**config.mk**
```make
export PLATFORM = sky130hd
export DESIGN_NAME = pipe_hazard_ctrl
export DESIGN_NICKNAME = d
export VERILOG_FILES = /design/src/rtl/pipe_hazard_ctrl_pkg.sv /design/src/rtl/pipe_hazard_ctrl_sat_counter.sv /design/src/rtl/pipe_hazard_ctrl.sv
export SDC_FILE = /design/constraint.sdc
export NUM_CORES = 1
export LEC_CHECK = 0
export ABC_AREA = 1
export CORE_MARGIN = 3
export CORE_UTILIZATION = 55
export CTS_CLUSTER_SIZE = 40
export DETAILED_ROUTE_END_ITERATION = 8
export PLACE_DENSITY_LB_ADDON = 0.08
export SYNTH_ARGS = -nofsm -noshare
export SYNTH_HDL_FRONTEND = slang
export SYNTH_HIERARCHICAL = 1
export SYNTH_SLANG_ARGS = --single-unit
```
**constraint.sdc**
```tcl
create_clock -name clk -period 5.1 [get_ports clk]
set_clock_uncertainty 0.2 [all_clocks]
set_input_delay 0.51 -clock clk [delete_from_list [all_inputs] [get_ports clk]]
set_output_delay 0.51 -clock clk [all_outputs]
set_load 0.03 [all_outputs]
```
**src/rtl/pipe_hazard_ctrl_pkg.sv**
```systemverilog
// Shared definitions for the pipeline hazard controller: FSM encoding and
// the hard-wired zero register number.
package pipe_ctrl_pkg;

  typedef enum logic [1:0] {
    ST_RUN  = 2'd0,
    ST_WAIT = 2'd1,
    ST_ERR  = 2'd2
  } ctrl_state_e;

  localparam logic [4:0] REG_ZERO = 5'd0;

endpackage

```
**src/rtl/pipe_hazard_ctrl_sat_counter.sv**
```systemverilog
// Saturating up-counter with synchronous active-low reset and synchronous clear.
module sat_counter #(
  parameter int W = 16
) (
  input  logic         clk,
  input  logic         resetn,
  input  logic         i_inc,
  input  logic         i_clr,
  output logic [W-1:0] o_cnt
);

  logic [W-1:0] r_cnt;

  always_ff @(posedge clk) begin
    if (!resetn) begin
      r_cnt <= {W{1'b0}};
    end else if (i_clr) begin
      r_cnt <= {W{1'b0}};
    end else if (i_inc && (r_cnt != {W{1'b1}})) begin
      r_cnt <= r_cnt + {{(W-1){1'b0}}, 1'b1};
    end
  end

  assign o_cnt = r_cnt;

endmodule

```
**src/rtl/pipe_hazard_ctrl.sv**
```systemverilog
// Stall/flush controller for the 5-stage pipeline: load-use bubbles, taken-branch
// squashes, data-memory wait freezes with timeout, and saturating event counters.
module pipe_hazard_ctrl
  import pipe_ctrl_pkg::*;
#(
  parameter int MEM_TIMEOUT = 64,
  parameter int CNT_W       = 16
) (
  input  logic             clk,
  input  logic             resetn,
  input  logic [4:0]       i_id_rs,
  input  logic [4:0]       i_id_rt,
  input  logic             i_id_uses_rs,
  input  logic             i_id_uses_rt,
  input  logic [4:0]       i_ex_rd,
  input  logic             i_ex_mem_read,
  input  logic             i_ex_branch_taken,
  input  logic             i_mem_req,
  input  logic             i_mem_ready,
  output logic             o_pc_we,
  output logic             o_ifid_hold,
  output logic             o_ifid_flush,
  output logic             o_idex_hold,
  output logic             o_idex_flush,
  output logic             o_exmem_hold,
  output logic             o_memwb_flush,
  output logic             o_mem_err,
  output logic [CNT_W-1:0] o_stall_cnt,
  output logic [CNT_W-1:0] o_flush_cnt,
  output logic [CNT_W-1:0] o_wait_cnt
);

  localparam int WC_W = $clog2(MEM_TIMEOUT + 1);

  ctrl_state_e     r_state;
  ctrl_state_e     w_state_nxt;
  logic [WC_W-1:0] r_wait_cnt;
  logic [WC_W-1:0] w_wait_cnt_inc;
  logic            w_mem_stall;
  logic            w_freeze;
  logic            w_load_use;
  logic            w_branch_eff;
  logic            w_load_use_eff;
  logic            w_mem_wait_ev;

  assign w_mem_stall = i_mem_req & ~i_mem_ready;
  assign w_freeze    = w_mem_stall | (r_state == ST_ERR);
  assign w_load_use  = i_ex_mem_read & (i_ex_rd != REG_ZERO) &
                       ((i_id_uses_rs & (i_id_rs == i_ex_rd)) |
                        (i_id_uses_rt & (i_id_rt == i_ex_rd)));

  assign w_branch_eff   = ~w_freeze & i_ex_branch_taken;
  assign w_load_use_eff = ~w_freeze & ~i_ex_branch_taken & w_load_use;
  assign w_mem_wait_ev  = w_mem_stall & (r_state != ST_ERR);

  // The comparison sees the count including the current WAIT cycle, so the
  // RUN detection cycle plus MEM_TIMEOUT WAIT cycles are frozen before ERR.
  assign w_wait_cnt_inc = r_wait_cnt + WC_W'(1);

  always_ff @(posedge clk) begin
    if (!resetn) begin
      r_state <= ST_RUN;
    end else begin
      r_state <= w_state_nxt;
    end
  end

  always_comb begin
    w_state_nxt = r_state;
    case (r_state)
      ST_RUN: begin
        if (w_mem_stall) w_state_nxt = ST_WAIT;
        else             w_state_nxt = ST_RUN;
      end
      ST_WAIT: begin
        if (i_mem_ready)                               w_state_nxt = ST_RUN;
        else if (w_wait_cnt_inc == WC_W'(MEM_TIMEOUT)) w_state_nxt = ST_ERR;
        else                                           w_state_nxt = ST_WAIT;
      end
      ST_ERR:  w_state_nxt = ST_ERR;
      default: w_state_nxt = ST_RUN;
    endcase
  end

  always_ff @(posedge clk) begin
    if (!resetn) begin
      r_wait_cnt <= {WC_W{1'b0}};
    end else if ((r_state == ST_RUN) && (w_state_nxt == ST_WAIT)) begin
      r_wait_cnt <= {WC_W{1'b0}};
    end else if ((r_state == ST_WAIT) && !i_mem_ready) begin
      r_wait_cnt <= w_wait_cnt_inc;
    end
  end

  always_comb begin
    o_pc_we       = 1'b1;
    o_ifid_hold   = 1'b0;
    o_ifid_flush  = 1'b0;
    o_idex_hold   = 1'b0;
    o_idex_flush  = 1'b0;
    o_exmem_hold  = 1'b0;
    o_memwb_flush = 1'b0;
    if (!resetn) begin
      o_pc_we       = 1'b0;
      o_ifid_flush  = 1'b1;
      o_idex_flush  = 1'b1;
      o_memwb_flush = 1'b1;
    end else if (w_freeze) begin
      o_pc_we       = 1'b0;
      o_ifid_hold   = 1'b1;
      o_idex_hold   = 1'b1;
      o_exmem_hold  = 1'b1;
      o_memwb_flush = 1'b1;
    end else if (i_ex_branch_taken) begin
      o_ifid_flush  = 1'b1;
      o_idex_flush  = 1'b1;
    end else if (w_load_use) begin
      o_pc_we       = 1'b0;
      o_ifid_hold   = 1'b1;
      o_idex_flush  = 1'b1;
    end else begin
      o_pc_we       = 1'b1;
    end
  end

  assign o_mem_err = (r_state == ST_ERR);

  sat_counter #(.W(CNT_W)) u_stall_cnt (
    .clk    (clk),
    .resetn (resetn),
    .i_inc  (w_load_use_eff),
    .i_clr  (1'b0),
    .o_cnt  (o_stall_cnt)
  );

  sat_counter #(.W(CNT_W)) u_flush_cnt (
    .clk    (clk),
    .resetn (resetn),
    .i_inc  (w_branch_eff),
    .i_clr  (1'b0),
    .o_cnt  (o_flush_cnt)
  );

  sat_counter #(.W(CNT_W)) u_wait_cnt (
    .clk    (clk),
    .resetn (resetn),
    .i_inc  (w_mem_wait_ev),
    .i_clr  (1'b0),
    .o_cnt  (o_wait_cnt)
  );

endmodule

```
# [Word level (Yosys, flattened, before mapping)]
# Index checks and enable logic that the tools add are counted.
[op_classes] add_sub_neg=4 n_eq_ne=10 muxes=21 n_bitwise=15 reduce_logical=9
[op_table] operator="$add 16x1->16 const B" n=3
[op_table] operator="$ne 16x16->1 const B" n=3
[op_table] operator="$mux 1" n=18
[op_table] operator="$eq 5x5->1" n=2
[op_table] operator="$and 1x1->1" n=9
[op_table] operator="$add 7x1->7 const B" n=1
[op_table] operator="$eq 7x7->1 const B" n=1
[op_table] operator="$pmux 2 s3" n=1
[op_table] operator="$logic_and 1x1->1" n=5
[op_table] operator="$reduce_bool 5->1" n=1
[op_table] operator="$eq 2x1->1 const B" n=2
[op_table] operator="$mux 2" n=2
[op_table] operator="$not 1->1" n=4
[op_table] operator="$eq 2x2->1 const B" n=1
[op_table] operator="$logic_not 2->1" n=1
[op_table] operator="$ne 2x2->1 const B" n=1
[op_table] operator="$or 1x1->1" n=2
[op_table] operator="$reduce_or 2->1" n=1
[op_table] operator="$logic_not 1->1" n=1
[totals] register_bits=57 in_bits=23 output_inout_bits=56 word_cells=64

# [Depth between registers and ports, before layout]
[logic_depth] word_depth=8 mapped_depth=17 ltp_nobuf=17

# [By module]
# The synthesis kept the hierarchy.
[modules_own_cells] mod="sat_counter" instances=3 cells_each=153 area_per_inst_um2=910.9 seq_area_each_um2=320.3
[modules_own_cells] mod="pipe_hazard_ctrl" instances=1 cells_each=144 area_per_inst_um2=792.0 seq_area_each_um2=180.2

# [Worst setup path before layout]
# OpenSTA, ideal clock, no wires.
[synth_path] kind="input to output" start="input i_mem_ready" end="output o_idex_flush" arrival_time_ns=1.847 required_ns=4.390 setup_slack_ns=2.543 cell_stages=5 path_buffers=0 path_cell_list="inv_2 nand2_1 nand2_1 o21ai_0 o21bai_1"
[synth_between] elab_chain_len=5
[synth_lines] item="from (decl)" line_no="pipe_hazard_ctrl.sv:19" text="input logic i_mem_ready,"
[synth_lines] item="$not 1->1" line_no="pipe_hazard_ctrl.sv:46" text="assign w_mem_stall = i_mem_req & ~i_mem_ready;"
[synth_lines] item="$and 1x1->1" line_no="pipe_hazard_ctrl.sv:46"
[synth_lines] item="$or 1x1->1" line_no="pipe_hazard_ctrl.sv:47" text="assign w_freeze = w_mem_stall | (r_state == ST_ERR);"
[synth_lines] item="$mux 1" line_no="pipe_hazard_ctrl.sv:108" text="end else if (w_freeze) begin"
[synth_lines] item="$mux 1" line_no="pipe_hazard_ctrl.sv:103" text="if (!resetn) begin"
[synth_lines] item="to (decl)" line_no="pipe_hazard_ctrl.sv:24" text="output logic o_idex_flush,"
# Every way passes these cells.

# [Worst setup path in the final report]
[layout_path] start="input i_ex_rd[4]" end="output o_idex_flush"
[layout_between] elab_chain_len=8 word_cells_on_any_way=12 classes_between="eq/ne (2); mux (4); bitwise (5); reduce/logical (1)"
[layout_lines] item="from (decl)" line_no="pipe_hazard_ctrl.sv:15" text="input logic [4:0] i_ex_rd,"
[layout_lines] item="$eq 5x5->1, on equally long branches" line_no="pipe_hazard_ctrl.sv:49, pipe_hazard_ctrl.sv:50"
[layout_lines] item="$and 1x1->1, on equally long branches" line_no="pipe_hazard_ctrl.sv:49, pipe_hazard_ctrl.sv:50"
[layout_lines] item="$or 1x1->1" line_no="pipe_hazard_ctrl.sv:49" text="((i_id_uses_rs & (i_id_rs == i_ex_rd)) |"
[layout_lines] item="$and 1x1->1 (*)" line_no="pipe_hazard_ctrl.sv:48" text="assign w_load_use = i_ex_mem_read & (i_ex_rd != REG_ZERO) &"
[layout_lines] item="$mux 1 (*)" line_no="pipe_hazard_ctrl.sv:117" text="end else if (w_load_use) begin"
[layout_lines] item="$mux 1 (*)" line_no="pipe_hazard_ctrl.sv:114" text="end else if (i_ex_branch_taken) begin"
[layout_lines] item="$mux 1 (*)" line_no="pipe_hazard_ctrl.sv:108"
[layout_lines] item="$mux 1 (*)" line_no="pipe_hazard_ctrl.sv:103"
# Every way passes the cells marked *; elsewhere a longest branch is shown, timed or not.

==> results_dict.tcl <==
set metrics [dict create \
    wirelength_um 8970 \
    dp_cells 748 \
    ys_types 25 \
    cts_buffer_depth 2 \
    die_h_um 86.1 \
    run_status "complete, no violations" \
    grt_pass1_wl_um 15400 \
    swShare_pct 24.3 \
    grt_overflow 0 \
    ios 79 \
    syn_inst 603 \
    drt_first_pass_iters 4 \
    p_comb_share_pct 8.9 \
    setup_viol 0 \
    hpwlAfterDp_um 6670 \
    clock_latency_ps 330 \
    design.core.area_um2 6060 \
    drv_slew 0 \
    grt_pass1_vias 3582 \
    critical_path_class "primary input to primary output" \
    period_share_pct 61.4 \
    hold_violations 0 \
    maxCapViolations 0 \
    antenna_found_initial 0 \
    ctsResizeCount 0 \
    p_leak_nw 1.63 \
    ys_seq_area_share_pct 32.4 \
    p_seq_share_pct 47.3 \
    yosys_warnings 6 \
    worstMarginPinSlew_ps 1020 \
    drtIter0Drc 210 \
    ir_drop_uv 206 \
    rsz0062_at_grt "no" \
    die_area_um2 7400 \
    worst-path-max-fanout 4 \
    wl_per_cell_um 11.7 \
    avgSynthCellArea_um2 5.85 \
    ys_ff_latch 57 \
    intPower_mw 0.720 \
    power_frac_clock_pct 43.9 \
    vias_per_cell 5.23 \
    cp-start-kind "primary input" \
    syn_area_um2 3520 \
    clock-sinks 57 \
    hold-worst-slack_ps 291 \
    n_antenna_cell 0 \
    ant_nets 0 \
    port-buffer-count 78 \
    post-route-drc-count 0 \
    p_total_mw 0.951 \
    maxSlewHeadroom_pct 32.0 \
    cts_hold_buffers 0 \
    setup_tns_ps 0 \
    crit_path_end_kind "primary output" \
    cts-buffers-inserted 9 \
    globalRouteTotalUtil_pct 24.9 \
    hp-class "flip-flop to flip-flop" \
    htreeDepth 3 \
    fin_nets 711 \
    grt_max_degree 21 \
    cts_tree "done" \
    clkTransAtPathRegs_ps 60 \
    root_buffer "clkbuf_8" \
    fp-row-count 28 \
    die_x_um 86.1 \
    fin_crit_ps 3130 \
    place.gp.congestion 0.924 \
    cp.arrival_ps 2420 \
    drive_above_1_share_pct 5.52 \
    worstPathRequired_ps 4390 \
    p_per_area_nw_per_um2 209 \
    netSwitchingPower_mw 0.231 \
    max_freq_ghz 0.319 \
    start_util_pct 58.2 \
    vias 3998 \
    area_growth_pct 29.1 \
    cts_setup_buffers 0 \
    fin_cells 764 \
]
==> cell type report <==
class / instances / area (um2)
well taps: 75 / 93.8
multi-input cells: 475 / 2100
repair buffers: 78 / 781
inverters: 63 / 236
flip-flops and latches: 57 / 1140
clock inverters: 5 / 55.1
fillers: 508 / 1510
clock buffers: 11 / 141
==> sequential cells by signal (all words and copies together), names as in the netlist <==
signal / cells
u_flush_cnt/o_cnt: 16
u_stall_cnt/o_cnt: 16
u_wait_cnt/o_cnt: 16
r_wait_cnt: 7
r_state: 2
==> power by group through the flow <==
stage / logic (mW) / registers [mW] / clock network (mW)
2_1_floorplan: 0.0445 / 0.462 / 0
3_3_place_gp: 0.0819 / 0.460 / 0
3_5_place_dp: 0.0832 / 0.460 / 0
4_1_cts: 0.0838 / 0.450 / 0.428
5_1_grt: 0.0933 / 0.450 / 0.448
6_report: 0.0842 / 0.450 / 0.417
==> layout by cell type (no fill, tap or decap) <==
cell,instances
o21ai_1,4
or2_2,1
clkinv_2,2
conb_1,3
a21oi_2,2
or3_1,1
o21bai_1,2
clkbuf_1,1
nand2_2,4
a21oi_1,43
nand3_2,3
clkinv_1,1
clkdlybuf4s50_1,78
o21ai_0,12
nand3_1,49
bufinv_16,1
nand2_1,173
clkinvlp_4,2
xnor2_1,1
nand3b_1,6
inv_2,1
clkbuf_8,10
ha_1,4
nor2_2,12
nand4_1,14
nor2_1,140
dfxtp_1,57
xor2_1,1
inv_1,61
==> cell usage after synthesis, drive strengths merged <==
library cell | number | area, um2
nor2 | 152 | 601
or3 | 1 | 6.26
xnor2 | 1 | 8.76
conb | 1 | 3.75
o21ai | 16 | 80.1
clkinv | 1 | 3.75
nand3 | 52 | 275
inv | 62 | 233
nand4 | 14 | 87.6
buf | 10 | 52.6
or2 | 1 | 6.26
o21bai | 2 | 15.0
xor2 | 1 | 8.76
a21oi | 45 | 233
nand3b | 6 | 45.0
dfxtp | 57 | 1140
ha | 4 | 50.1
nand2 | 177 | 674
==> per-layer routing <==
layer / track usage (%) / vias to the layer above / share of wire (%)
li1: - / 2077 / -
met1: 32.4 / 1781 / 46
met2: 40.6 / 127 / 48
met3: 5.28 / 13 / 5.6
met4: 8.63 / 0 / 1.1
met5: 0 / - / 0
==> critical path, stage by stage <==
cell             delay [ps]
clkdlybuf4s50_1         540
inv_1                    80
nand2_1                  60
nand2_1                  50
nor2_1                  110
nand3_1                  80
nand2_1                 100
nand2_1                  50
o21bai_1                140
clkdlybuf4s50_1         700
==> metrics by stage <==
step	utilization [%]	area, um2	setup slack, ps
after detailed placement	71.8	4350	1980
after CTS	75.1	4550	1980
after global routing	75.1	4550	1820
final	75.1	4550	1970
after global placement	71.8	4350	2020
after floorplan	-	3530	2540
==> kinds of logic (layout without fill, tap and decap cells) <==
logic type	count (synthesis)	count (layout)	synth area share, %
buffers and inverters	73	157	8.20
XOR/XNOR	2	2	0.497
other	1	3	0.106
AO/OA/AOI/OAI	63	63	9.30
adder cells (fa/ha/maj)	4	4	1.42
flip-flops	57	57	32.4
AND/OR/NAND/NOR	403	403	48.1
==> final timing paths <==
kind / slack (ps) / startpoint / endpoint / cells past startpoint
worst min-delay path: 290 / r_wait_cnt[6] / r_wait_cnt[6] / 2
worst max register to register: 2860 / u_wait_cnt/o_cnt[1] / u_wait_cnt/o_cnt[3] / 6
worst min register to register: 290 / r_wait_cnt[6] / r_wait_cnt[6] / 2
worst max-delay path: 1970 / i_ex_rd[4] / o_idex_flush / 10
(Power assumes the default switching activity.)
